[config.mk]
export PLATFORM = sky130hd
export DESIGN_NAME = kpscan_ctrl
export DESIGN_NICKNAME = d
export VERILOG_FILES = /design/src/rtl/kp_pkg.sv /design/src/rtl/kpdecode.sv /design/src/rtl/sync2.sv /design/src/rtl/kpscan_ctrl.sv
export SDC_FILE = /design/constraint.sdc
export NUM_CORES = 1
export LEC_CHECK = 0
export ABC_AREA = 1
export CORE_ASPECT_RATIO = 1.1
export CORE_MARGIN = 2
export CORE_UTILIZATION = 45
export CTS_BUF_LIST = sky130_fd_sc_hd__clkbuf_16
export CTS_CLUSTER_DIAMETER = 40
export DETAILED_ROUTE_END_ITERATION = 12
export SETUP_SLACK_MARGIN = 0.5
export SKIP_CTS_REPAIR_TIMING = 1
export SYNTH_ARGS = -nofsm -noshare
export SYNTH_HDL_FRONTEND = slang
export SYNTH_HIERARCHICAL = 1
export SYNTH_SLANG_ARGS = --single-unit
[constraint.sdc]
create_clock -name clk -period 2.2 [get_ports clk]
set_input_delay 0.44 -clock clk [delete_from_list [all_inputs] [get_ports clk]]
set_output_delay 0.44 -clock clk [all_outputs]
set_load 0.1 [all_outputs]
[src/rtl/kp_pkg.sv]
// Shared types and constants for the 4x4 keypad scanner.
package kp_pkg;

  typedef enum logic [1:0] {SCAN, DB_PRESS, PRESSED, DB_RELEASE} kp_state_t;

  // Active-low column drive patterns, left column first.
  localparam logic [3:0] COL0 = 4'b0111;
  localparam logic [3:0] COL1 = 4'b1011;
  localparam logic [3:0] COL2 = 4'b1101;
  localparam logic [3:0] COL3 = 4'b1110;

  localparam logic [3:0] ROWS_IDLE = 4'hF;

  function automatic logic onehot_low(input logic [3:0] v);
    return (v == 4'b0111) || (v == 4'b1011) || (v == 4'b1101) || (v == 4'b1110);
  endfunction

  // Rotating the low bit right walks COL0 -> COL1 -> COL2 -> COL3 -> COL0.
  function automatic logic [3:0] next_col(input logic [3:0] c);
    return {c[0], c[3:1]};
  endfunction

endpackage

[src/rtl/kpdecode.sv]
// Combinational keypad decode: active-low row/column one-hots to key value.
module kpdecode (
  input  logic [3:0] rows,
  input  logic [3:0] cols,
  output logic [3:0] code
);

  logic [1:0] ri;
  logic [1:0] ci;

  always_comb begin
    ri = 2'd0;
    ci = 2'd0;
    case (rows)
      4'b0111: ri = 2'd0;
      4'b1011: ri = 2'd1;
      4'b1101: ri = 2'd2;
      4'b1110: ri = 2'd3;
      default: ri = 2'd0;
    endcase
    case (cols)
      4'b0111: ci = 2'd0;
      4'b1011: ci = 2'd1;
      4'b1101: ci = 2'd2;
      4'b1110: ci = 2'd3;
      default: ci = 2'd0;
    endcase
  end

  // Layout: 1 2 3 A / 4 5 6 B / 7 8 9 C / * 0 # D
  always_comb begin
    code = 4'd0;
    case ({ri, ci})
      4'h0: code = 4'd1;
      4'h1: code = 4'd2;
      4'h2: code = 4'd3;
      4'h3: code = 4'd10;
      4'h4: code = 4'd4;
      4'h5: code = 4'd5;
      4'h6: code = 4'd6;
      4'h7: code = 4'd11;
      4'h8: code = 4'd7;
      4'h9: code = 4'd8;
      4'hA: code = 4'd9;
      4'hB: code = 4'd12;
      4'hC: code = 4'd14;
      4'hD: code = 4'd0;
      4'hE: code = 4'd15;
      default: code = 4'd13;
    endcase
  end

endmodule

[src/rtl/sync2.sv]
// Two-flop synchroniser for asynchronous pin inputs.
module sync2 #(
  parameter int W = 4,
  parameter logic [W-1:0] RST_VAL = '1
) (
  input  logic         clk,
  input  logic         reset,
  input  logic [W-1:0] d,
  output logic [W-1:0] q
);

  logic [W-1:0] meta_reg;

  always_ff @(posedge clk) begin
    if (reset) begin
      meta_reg <= RST_VAL;
      q        <= RST_VAL;
    end else begin
      meta_reg <= d;
      q        <= meta_reg;
    end
  end

endmodule

[src/rtl/kpscan_ctrl.sv]
// 4x4 keypad scanner: column scan, press/release debounce, one code per press
// delivered on a valid/ready handshake.
module kpscan_ctrl
  import kp_pkg::*;
#(
  parameter int SETTLE_CYC   = 16,
  parameter int DEBOUNCE_CYC = 20000
) (
  input  logic       clk,
  input  logic       reset,
  input  logic [3:0] kpr,
  output logic [3:0] kpc,
  output logic [3:0] key_code,
  output logic       key_valid,
  input  logic       key_ready,
  output logic       key_held,
  output logic       key_overrun
);

  localparam int MAX_CYC = (SETTLE_CYC > DEBOUNCE_CYC) ? SETTLE_CYC : DEBOUNCE_CYC;
  localparam int CW = $clog2(MAX_CYC);
  localparam logic [CW-1:0] SETTLE_LAST = CW'(SETTLE_CYC - 1);
  localparam logic [CW-1:0] DB_LAST     = CW'(DEBOUNCE_CYC - 1);

  kp_state_t     state;
  logic [CW-1:0] cnt;
  logic [3:0]    rs;
  logic [3:0]    rows_lat;
  logic [3:0]    col_lat;
  logic [3:0]    dec_code;

  sync2 #(.W(4), .RST_VAL(ROWS_IDLE)) u_sync (
    .clk   (clk),
    .reset (reset),
    .d     (kpr),
    .q     (rs)
  );

  kpdecode u_dec (
    .rows (rows_lat),
    .cols (col_lat),
    .code (dec_code)
  );

  always_ff @(posedge clk) begin
    if (reset) begin
      state       <= SCAN;
      cnt         <= '0;
      kpc         <= COL0;
      rows_lat    <= ROWS_IDLE;
      col_lat     <= COL0;
      key_code    <= 4'd0;
      key_valid   <= 1'b0;
      key_held    <= 1'b0;
      key_overrun <= 1'b0;
    end else begin
      key_overrun <= 1'b0;
      if (key_valid && key_ready) key_valid <= 1'b0;

      case (state)
        SCAN: begin
          if (cnt == SETTLE_LAST) begin
            cnt <= '0;
            if (onehot_low(rs)) begin
              rows_lat <= rs;
              col_lat  <= kpc;
              state    <= DB_PRESS;
            end else begin
              // Idle rows and multi-row (ghost) patterns both just move on.
              kpc <= next_col(kpc);
            end
          end else begin
            cnt <= cnt + 1'b1;
          end
        end

        DB_PRESS: begin
          if (rs != rows_lat) begin
            state <= SCAN;
            cnt   <= '0;
            kpc   <= next_col(kpc);
          end else if (cnt == DB_LAST) begin
            state       <= PRESSED;
            cnt         <= '0;
            key_code    <= dec_code;
            key_valid   <= 1'b1;
            key_held    <= 1'b1;
            // An accept in this same cycle retires the old code cleanly.
            key_overrun <= key_valid && !key_ready;
          end else begin
            cnt <= cnt + 1'b1;
          end
        end

        PRESSED: begin
          if (rs == ROWS_IDLE) begin
            state <= DB_RELEASE;
            cnt   <= '0;
          end
        end

        DB_RELEASE: begin
          if (rs != ROWS_IDLE) begin
            state <= PRESSED;
            cnt   <= '0;
          end else if (cnt == DB_LAST) begin
            state    <= SCAN;
            cnt      <= '0;
            kpc      <= COL0;
            key_held <= 1'b0;
          end else begin
            cnt <= cnt + 1'b1;
          end
        end

        default: begin
          state <= SCAN;
          cnt   <= '0;
        end
      endcase
    end
  end

endmodule
==> summary.txt, run 1 <==
Outcome
  • Status: complete, no violations

Setup path
  • Reg2reg end: col_lat[3]$_SDFFE_PP0P_
  • Worst R2R Start: cnt[8]$_SDFFE_PP0N_
  • WP data required: 2370 ps
  • R2R Setup Slk: 640 ps
  • Crit. Startpoint: cnt[8]$_SDFFE_PP0N_
  • CP arrival: 1730 ps
  • Crit-path max FO: 6
  • Worst setup EP type: flip-flop
  • Reg2Reg Depth: 6
  • Critical Path Start Type: flip-flop
  • Setup Crit Path Kind: flip-flop to flip-flop

Global route
  • Tot GR Track Use: 18.6%
  • Vias in the first global route: 2069
  • GRT Residual Overflow: 0
  • Initial antenna violation count: 0
  • First-pass GRT wire length: 8940 um
  • Largest net degree at the start of global routing: 18

Synth
  • Syn nets: 383
  • Synthesis warning total: 6
  • Main synth FF type: dfxtp_1
  • Area leader, netlist: dfxtp_1
  • Cell variety after synth: 31
  • Post-synthesis async set-or-reset flop share: 0%
  • Mapped Area: 0.00254 mm^2
  • Count leader, synth: nand2_1
  • Post-synth top cells: nand2_1 (97), dfxtp_1 (44), inv_1 (41), nor2_1 (38), nand3_1 (31)
  • Yosys reg bits: 44
  • EDFF count, synth: 0
  • Mean Syn Cell Area: 6.86 um^2
  • Synth Instances: 370
  • Area share of the largest cell type after synthesis: 34.7%
  • Sequential area share after synthesis: 34.7%
  • Synth area leaders: dfxtp_1 (35%), nand2_1 (14%), nand3_1 (6.1%), inv_1 (6.1%), nor2_1 (5.6%)

Floorplan
  • Die W: 75.6 um
  • Row cnt: 28
  • Starting density of the core: 47.0%
  • Core area: 0.00540 mm^2
  • I/O Pins: 18
  • Chip Height: 82.8 um
  • Die area: 0.00626 mm^2

Timing
  • Clock Skew: 5.98 ps
  • Fin crit share: 70.8%
  • Max-slew violations: 0
  • Max-slew headroom at the worst pin: 76.0%
  • Worst-Margin Slew: 357 ps
  • Setup TNS: 0 ps
  • Fmax: 642 MHz
  • Post-layout min period: 1560 ps
  • Final Hold Viols: 0
  • Worst Hold Slack: 400 ps
  • RSZ-0062 raised after global routing: true
  • Final setup vio count: 0

Cells and area
  • Area grow syn2layout: 16.8%
  • Max reg flops: 15
  • Final core utilization: 54.9%
  • Share of cells above drive strength 1: 21.7%
  • Final #Nets: 408
  • Antenna cell count: 0
  • FILL cells: 570
  • Largest Register: cnt

Hold path
  • Hold_sp: u_sync/meta_reg[2]$_SDFF_PP1_
  • Worst Hold Class: flip-flop to flip-flop
  • Hold path endpoint: u_sync/q[2]$_SDFF_PP1_
  • Worst hold stages: 2

Drt
  • WL/cell: 11.1 um
  • Post-DRT Antenna Nets: 0
  • DR vias: 2219
  • WL final: 5250 um
  • Initial DRC Count: 77
  • DRC viols: 0
  • Vias per cell: 4.71
  • Drt pass-1 iters: 4

Clock network
  • CTS Sinks: 44
  • CTS Buffer Depth: 2
  • Total clock buffers created by CTS: 5
  • Clock root buffer: clkbuf_16
  • Clock latency on the worst-skew pair: 280 ps
  • CTS tree: yes
  • H-tree Lvls: 2
  • Clk slew on worst S/H paths: 60 ps

Power
  • Overall power: 1.59 mW
  • PwrDens: 537 mW/mm^2
  • VDD IR-drop max: 0.318 mV
  • Leak Pwr: 1.48 nW

Placement
  • Final Wtd Congestion: 0.796
  • IO buf count: 17
  • Detailed Place HPWL: 3990 um

Flow run
  • Max-Cap Viols: 0
report_power, final:
group	leakage [nW]	total, mW	switching (mW)	internal, mW
registers	0.357	0.817	0.00872	0.808
logic	1.05	0.0794	0.0464	0.0329
clock network	0.0738	0.695	0.286	0.408
total	1.48	1.59	0.341	1.25
layer usage:
| metal | global-route usage [%] | up-vias | share of wire, % |
|---|---|---|---|
| li1 | - | 1206 | - |
| met1 | 22.1 | 986 | 47 |
| met2 | 33.9 | 23 | 50 |
| met3 | 3.28 | 4 | 2.1 |
| met4 | 5.09 | 0 | 0.84 |
| met5 | 0 | - | 0 |
cell usage in the layout (no fill, tap or decap), types with 2 or more instances in the layout:
| cell type | n |
|---|---|
| nand2_2 | 7 |
| inv_1 | 43 |
| buf_4 | 16 |
| xor2_1 | 6 |
| nor3_1 | 6 |
| inv_2 | 9 |
| ha_1 | 5 |
| or2_1 | 2 |
| nor2_2 | 16 |
| nand2_4 | 6 |
| nand4_1 | 7 |
| nand3_1 | 31 |
| nor2_4 | 10 |
| dfxtp_1 | 37 |
| nand3b_1 | 2 |
| clkdlybuf4s50_1 | 6 |
| nor2_1 | 38 |
| clkbuf_16 | 5 |
| nand2_1 | 96 |
| clkinv_1 | 3 |
| or2_2 | 4 |
| a21oi_1 | 13 |
| o21ai_1 | 4 |
| dfxtp_2 | 6 |
| o21ai_0 | 7 |
layout make-up:
class / instances / area (um^2) / area share (%)
Clock buffer: 5 / 125 / 4.22
Inverter: 53 / 201 / 6.80
Timing Repair Buffer: 22 / 180 / 6.08
Sequential cell: 44 / 892 / 30.1
Tap cell: 75 / 93.8 / 3.17
Multi-Input combinational cell: 269 / 1460 / 49.2
Clock inverter: 3 / 11.3 / 0.380
worst max-delay path, cell delays in order, from the launching register on:
cell and delay [ps]:
dfxtp_1 370, nor2_1 150, nand2_1 90, nor4_1 280, nand4_1 340, nor2_1 170
nor2_1 50
logic make-up after synthesis:
kind of cell / after synthesis / synth area share [%]
flops: 44 / 34.7
buf+inv: 57 / 8.93
xor+xnor: 7 / 2.42
mux: 1 / 0.394
compound gates: 25 / 5.03
fa+ha+maj: 6 / 2.96
simple gates: 230 / 45.6
per-stage QoR:
stage               worst slack, ps  instances  instance area (um^2)
floorplan                       674        370                  2540
global placement                531        461                  2770
detailed placement              475        461                  2770
CTS                             463        469                  2910
global route                    480        471                  2960
finish                          641        471                  2960
how the worst max path moves through the flow:
stage                                           to  slack [ps]  depth (start not counted)
final                      col_lat[3]$_SDFFE_PP0P_         640                          6
after global routing           kpc[0]$_SDFFE_PP1P_         480                         10
after CTS                 key_code[2]$_SDFFE_PP0P_         460                         10
after detailed placement  key_code[2]$_SDFFE_PP0P_         470                         12
after global placement    key_code[2]$_SDFFE_PP0P_         530                         10
after floorplan           key_code[2]$_SDFFE_PP0P_         670                         10
No activity file was read; power rests on OpenSTA's default activity.
==> run 2: changes to the inputs <==
--- a/config.mk
+++ b/config.mk
@@ -12,6 +12,7 @@
 export CTS_BUF_LIST = sky130_fd_sc_hd__clkbuf_16
 export CTS_CLUSTER_DIAMETER = 40
 export DETAILED_ROUTE_END_ITERATION = 12
+export PLACE_DENSITY = 0.66
 export SETUP_SLACK_MARGIN = 0.5
 export SKIP_CTS_REPAIR_TIMING = 1
 export SYNTH_ARGS = -nofsm -noshare
==> constraint.sdc (replaced) <==
create_clock -name clk -period 1.4 [get_ports clk]
set_input_delay 0.28 -clock clk [delete_from_list [all_inputs] [get_ports clk]]
set_output_delay 0.28 -clock clk [all_outputs]
set_load 0.1 [all_outputs]
==> summary.txt, run 2 (same netlist as run 1, synthesis figures left out) <==
Placement
  • Final Wtd Congestion: 0.866 (was 0.796)
  • Dpl ws: -80.3 ps (was 475 ps)
  • Area after DPL: 0.00329 mm^2 (was 0.00277 mm^2)
  • Detailed Place HPWL: 4370 um (was 3990 um)
  • IO buf count: 17 (unchanged)

Timing
  • RSZ-0062 raised after global routing: true (unchanged)
  • Final setup vio count: 25 (was 0)
  • Worst Hold Slack: 402 ps (was 400 ps)
  • Fin worst setup slack: -154 ps (was 641 ps)
  • Max-slew violations: 0 (unchanged)
  • Final Hold Viols: 0 (unchanged)
  • Post-layout min period: 1550 ps (was 1560 ps)
  • Max-slew headroom at the worst pin: 77.3% (was 76.0%)
  • Worst-Margin Slew: 338 ps (was 357 ps)
  • Fmax: 643 MHz (was 642 MHz)
  • Clock Skew: 7.12 ps (was 5.98 ps)
  • Fin crit share: 111% (was 70.8%)
  • Setup TNS: -1900 ps (was 0 ps)

Floorplan
  • Core area: 0.00540 mm^2 (unchanged)
  • Row cnt: 28 (unchanged)
  • Chip Height: 82.8 um (unchanged)
  • Starting density of the core: 47.0% (unchanged)
  • Die W: 75.6 um (unchanged)
  • Die area: 0.00626 mm^2 (unchanged)
  • I/O Pins: 18 (unchanged)

Cells and area
  • Antenna cell count: 0 (unchanged)
  • Area grow syn2layout: 49.3% (was 16.8%)
  • Max reg flops: 15 (unchanged)
  • Cell area after layout: 0.00379 mm^2 (was 0.00296 mm^2)
  • Final #Nets: 449 (was 408)
  • Final core utilization: 70.2% (was 54.9%)
  • Commonest non-fill, non-tap cell in the layout: nand2_1 (unchanged)
  • Largest Register: cnt (unchanged)
  • Share of cells above drive strength 1: 49.0% (was 21.7%)
  • Most frequent cells in the layout: nand2_1 (78), buf_4 (35), inv_1 (33), nor2_1 (26) (was nand2_1 (96), inv_1 (43), nor2_1 (38), dfxtp_1 (37), nand3_1 (31))
  • FILL cells: 446 (was 570)

Drt
  • Drt pass-1 iters: 4 (unchanged)
  • DR vias: 2422 (was 2219)
  • Vias per cell: 4.73 (was 4.71)
  • WL/cell: 11.9 um (was 11.1 um)
  • WL final: 6100 um (was 5250 um)
  • Initial DRC Count: 107 (was 77)
  • Post-DRT Antenna Nets: 0 (unchanged)
  • DRC viols: 0 (unchanged)

Hold path
  • Worst Hold Class: flip-flop to flip-flop (unchanged)
  • Hold_sp: u_sync/meta_reg[2]$_SDFF_PP1_ (unchanged)

Outcome
  • Status: finished, violations left (was complete, no violations)
  • Failing checks: negative setup slack

Global route
  • Tot GR Track Use: 19.8% (was 18.6%)
  • Largest net degree at the start of global routing: 15 (was 18)
  • Initial antenna violation count: 0 (unchanged)
  • GRT Residual Overflow: 0 (unchanged)
  • Vias in the first global route: 2193 (was 2069)
  • First-pass GRT wire length: 9520 um (was 8940 um)

Setup path
  • Setup Crit Path Kind: flip-flop to flip-flop (unchanged)
  • Worst setup EP type: flip-flop (unchanged)
  • Crit. Startpoint: cnt[1]$_SDFFE_PP0N_ (was cnt[8]$_SDFFE_PP0N_)
  • WP data required: 1560 ps (was 2370 ps)
  • Critical Path Start Type: flip-flop (unchanged)
  • Crit-path max FO: 11 (was 6)
  • Worst R2R Start: cnt[1]$_SDFFE_PP0N_ (was cnt[8]$_SDFFE_PP0N_)
  • CP arrival: 1720 ps (was 1730 ps)

Power
  • Flop pwr share: 48.9% (was 51.3%)
  • Switching power: 610 uW (was 341 uW)
  • Leak Pwr: 1.77 nW (was 1.48 nW)
  • VDD IR-drop max: 0.637 mV (was 0.318 mV)
  • Pint: 1.96 mW (was 1.25 mW)
  • Logic gate share of total power: 6.1% (was 5.0%)
  • Clk network pwr share: 45.0% (was 43.7%)
  • Switch share: 23.7% (was 21.5%)
  • PwrDens: 680 mW/mm^2 (was 537 mW/mm^2)

Clock network
  • CTS tree: yes (unchanged)
  • Clk slew on worst S/H paths: 60 ps (about the same)
  • CTS Buffer Depth: 2 (unchanged)
  • Total clock buffers created by CTS: 5 (unchanged)
  • Clock latency on the worst-skew pair: 290 ps (was 280 ps)
  • H-tree Lvls: 2 (unchanged)
  • Clock root buffer: clkbuf_16 (unchanged)
  • CTS Sinks: 44 (unchanged)

Flow run
  • Max-Cap Viols: 0 (unchanged)
[run 2: changes by cell type in the layout (fill, tap and decap cells not counted), moves of 12 or more]
cell / change
nand2_2: +16
buf_4: +19
nor2_1: -12
nand2_1: -18
dfxtp_1: -25
dfxtp_4: +19
[run 2: metrics by stage]
step                total power, mW  cells
finish                         2.58    512
global route                   2.68    512
CTS                            2.59    499
detailed placement             1.44    491
global placement               1.43    491
floorplan                      1.39    370
[run 2: cell type report]
| type | count | area, um^2 | area share (%) |
|---|---|---|---|
| clock buffer | 5 | 125 | 3.30 |
| timing repair buffer | 63 | 669 | 17.7 |
| inverter | 53 | 211 | 5.58 |
| sequential | 44 | 971 | 25.6 |
| multi-input combinational | 269 | 1700 | 44.9 |
| tap | 75 | 93.8 | 2.48 |
| clock inverter | 3 | 16.3 | 0.429 |
[run 2: power groups by stage]
stage	clock (mW)	sequential [mW]	combinational, mW
floorplan	0	1.29	0.0958
global placement	0	1.30	0.134
CTS	1.18	1.27	0.141
global route	1.25	1.26	0.178
finish	1.16	1.26	0.158
detailed placement	0	1.30	0.141
[run 2: final timing paths]
kind	end	slack, ps	depth (start not counted)
max	cnt[0]$_SDFFE_PP0N_	-150	10
min	u_sync/q[2]$_SDFF_PP1_	400	2
max reg2reg	cnt[0]$_SDFFE_PP0N_	-150	10
min reg2reg	u_sync/q[2]$_SDFF_PP1_	400	2
[run 2: worst max-delay path, cell delays in order (launching register included)]
cell     delay (ps)
dfxtp_4         360
ha_4            170
nand3_4          90
nor2_2          110
nand2_1          60
nand2_2         100
inv_4            70
nor2_4          130
nand2_4          70
nand2_4         200
a21oi_1          70
[run 2: layer usage]
metal | routed length, um | GRT usage (%) | vias to the layer above
li1 | - | - | 1292
met1 | 2740 | 25.1 | 1095
met2 | 3100 | 33.5 | 25
met3 | 152 | 4.49 | 10
met4 | 106 | 5.79 | 0
met5 | 0 | 0 | -
==> run 3: changes to the inputs <==
--- a/config.mk
+++ b/config.mk
@@ -6,6 +6,7 @@
 export NUM_CORES = 1
 export LEC_CHECK = 0
 export ABC_AREA = 1
+export CAP_MARGIN = 40
 export CORE_ASPECT_RATIO = 1.1
 export CORE_MARGIN = 2
 export CORE_UTILIZATION = 45
==> constraint.sdc (replaced) <==
create_clock -name clk -period 1.4 [get_ports clk]
set_input_delay 0.21 -clock clk [delete_from_list [all_inputs] [get_ports clk]]
set_output_delay 0.21 -clock clk [all_outputs]
set_load 0.1 [all_outputs]
==> summary.txt, run 3 (same netlist as run 1, synthesis figures left out) <==
Outcome
  • Status: finished, violations left (unchanged)
  • Failing checks: negative setup slack (unchanged)

Placement
  • Final Wtd Congestion: 0.872 (was 0.866)
  • Placed cells: 491 (unchanged)
  • Area after DPL: 0.00326 mm^2 (was 0.00329 mm^2)
  • IO buf count: 17 (unchanged)
  • Detailed Place HPWL: 4210 um (was 4370 um)

Setup path
  • Setup Crit Path Kind: flip-flop to flip-flop (unchanged)
  • Crit-path max FO: 5 (was 11)
  • R2R Setup Slk: -90 ps (was -150 ps)
  • Critical Path Start Type: flip-flop (unchanged)
  • Worst setup EP type: flip-flop (unchanged)
  • WP data required: 1630 ps (was 1560 ps)
  • CP arrival: 1710 ps (was 1720 ps)

Power
  • PwrDens: 698 mW/mm^2 (was 680 mW/mm^2)
  • VDD IR-drop max: 0.628 mV (was 0.637 mV)
  • Leak Pwr: 1.71 nW (was 1.77 nW)
  • Overall power: 2.53 mW (was 2.58 mW)

Timing
  • Worst-Margin Slew: 351 ps (was 338 ps)
  • Fin worst setup slack: -85.8 ps (was -154 ps)
  • Final Hold Viols: 0 (unchanged)
  • Max-slew headroom at the worst pin: 76.4% (was 77.3%)
  • Max-slew violations: 0 (unchanged)
  • Clock Skew: 5.98 ps (was 7.12 ps)
  • Fin crit share: 106% (was 111%)
  • RSZ-0062 raised after global routing: true (unchanged)
  • Fmax: 673 MHz (was 643 MHz)
  • Final setup vio count: 18 (was 25)
  • Post-layout min period: 1490 ps (was 1550 ps)

Clock network
  • Total clock buffers created by CTS: 5 (unchanged)
  • CTS Sinks: 44 (unchanged)
  • CTS tree: yes (unchanged)
  • CTS Buffer Depth: 2 (unchanged)
  • Clock root buffer: clkbuf_16 (unchanged)
  • Clock latency on the worst-skew pair: 290 ps (about the same)
  • Clk slew on worst S/H paths: 60 ps (about the same)
  • H-tree Lvls: 2 (unchanged)

Cells and area
  • Cell area after layout: 0.00362 mm^2 (was 0.00379 mm^2)
  • Most frequent cells in the layout: nand2_1 (81), inv_1 (33), buf_4 (31), nor2_1 (29), nand3_1 (24) (was nand2_1 (78), buf_4 (35), inv_1 (33), nor2_1 (26))
  • Share of cells above drive strength 1: 44.4% (was 49.0%)
  • Max reg flops: 15 (unchanged)
  • Largest Register: cnt (unchanged)
  • Commonest non-fill, non-tap cell in the layout: nand2_1 (unchanged)
  • Post-Layout Cell Count: 503 (was 512)
  • Area grow syn2layout: 42.9% (was 49.3%)
  • Antenna cell count: 0 (unchanged)
  • Final #Nets: 440 (was 449)

Drt
  • DRC viols: 0 (unchanged)
  • Drt pass-1 iters: 4 (unchanged)
  • Post-DRT Antenna Nets: 0 (unchanged)
  • Vias per cell: 4.74 (was 4.73)
  • WL final: 5660 um (was 6100 um)
  • Initial DRC Count: 100 (was 107)
  • WL/cell: 11.3 um (was 11.9 um)
  • DR vias: 2382 (was 2422)

Floorplan
  • Starting density of the core: 47.0% (unchanged)
  • I/O Pins: 18 (unchanged)
  • Die area: 0.00626 mm^2 (unchanged)
  • Row cnt: 28 (unchanged)
  • Chip Height: 82.8 um (unchanged)
  • Core area: 0.00540 mm^2 (unchanged)
  • Die W: 75.6 um (unchanged)

Global route
  • Initial antenna violation count: 0 (unchanged)
  • GRT Residual Overflow: 0 (unchanged)
  • First-pass GRT wire length: 8920 um (was 9520 um)
  • Largest net degree at the start of global routing: 13 (was 15)
  • Tot GR Track Use: 18.8% (was 19.8%)
  • Vias in the first global route: 2089 (was 2193)

Hold path
  • Worst Hold Class: flip-flop to flip-flop (unchanged)

Flow run
  • Max-Cap Viols: 0 (unchanged)
-- run 3: cell types whose count changed in the layout (fill, tap and decap cells not counted), sizes merged --
cell / change
buf: -9
inv: -2
dlymetal6s2s: -1
clkdlybuf4s50: +1
clkinv: +2
-- run 3: worst paths after layout --
path / start / endpoint / cells past startpoint
max: cnt[0]$_SDFFE_PP0N_ / cnt[12]$_SDFFE_PP0N_ / 11
min: u_sync/meta_reg[2]$_SDFF_PP1_ / u_sync/q[2]$_SDFF_PP1_ / 2
max reg2reg: cnt[0]$_SDFFE_PP0N_ / cnt[12]$_SDFFE_PP0N_ / 11
min reg2reg: u_sync/meta_reg[2]$_SDFF_PP1_ / u_sync/q[2]$_SDFF_PP1_ / 2
-- run 3: area by class of cell --
cell class              count  area (um^2)
clock buffers               5          125
clock inverters             3         11.3
fillers                   460         1770
inverters                  53          209
multi-input cells         269         1660
flip-flops and latches     44          942
well taps                  75         93.8
repair buffers             54          581
-- run 3: worst max-delay path: stages (launching register included) --
cell	delay, ps
dfxtp_4	360
ha_4	160
nand2_4	60
nor2_4	150
inv_2	70
nor2_4	110
nand2_4	70
nor2_4	150
nand3_2	90
nand2_2	70
nand2_2	60
nor2_4	70
-- run 3: report_power, final --
group	switching, mW	internal, mW
Clock	0.459	0.642
Sequential	0.0191	1.26
Combinational	0.0835	0.0676
-- run 3: layer usage --
layer / track usage (%) / share of wire, % / up-vias
li1: - / - / 1264
met5: 0 / 0 / -
met1: 23.5 / 46 / 1069
met3: 4.00 / 2.7 / 14
met2: 30.3 / 48 / 35
met4: 9.12 / 2.7 / 0
-- run 3: per-stage QoR --
| stage | utilization, % | setup slack (ps) | setup TNS, ps | hold slack, ps |
|---|---|---|---|---|
| 3_5_place_dp | 60.5 | -88.8 | -1050 | 392 |
| 4_1_cts | 63.0 | -107 | -1570 | 405 |
| 6_report | 67.2 | -85.8 | -649 | 401 |
| 2_1_floorplan | - | 35.4 | 0 | 279 |
| 5_1_grt | 67.2 | -176 | -3280 | 417 |
| 3_3_place_gp | 60.5 | -51.6 | -214 | 386 |
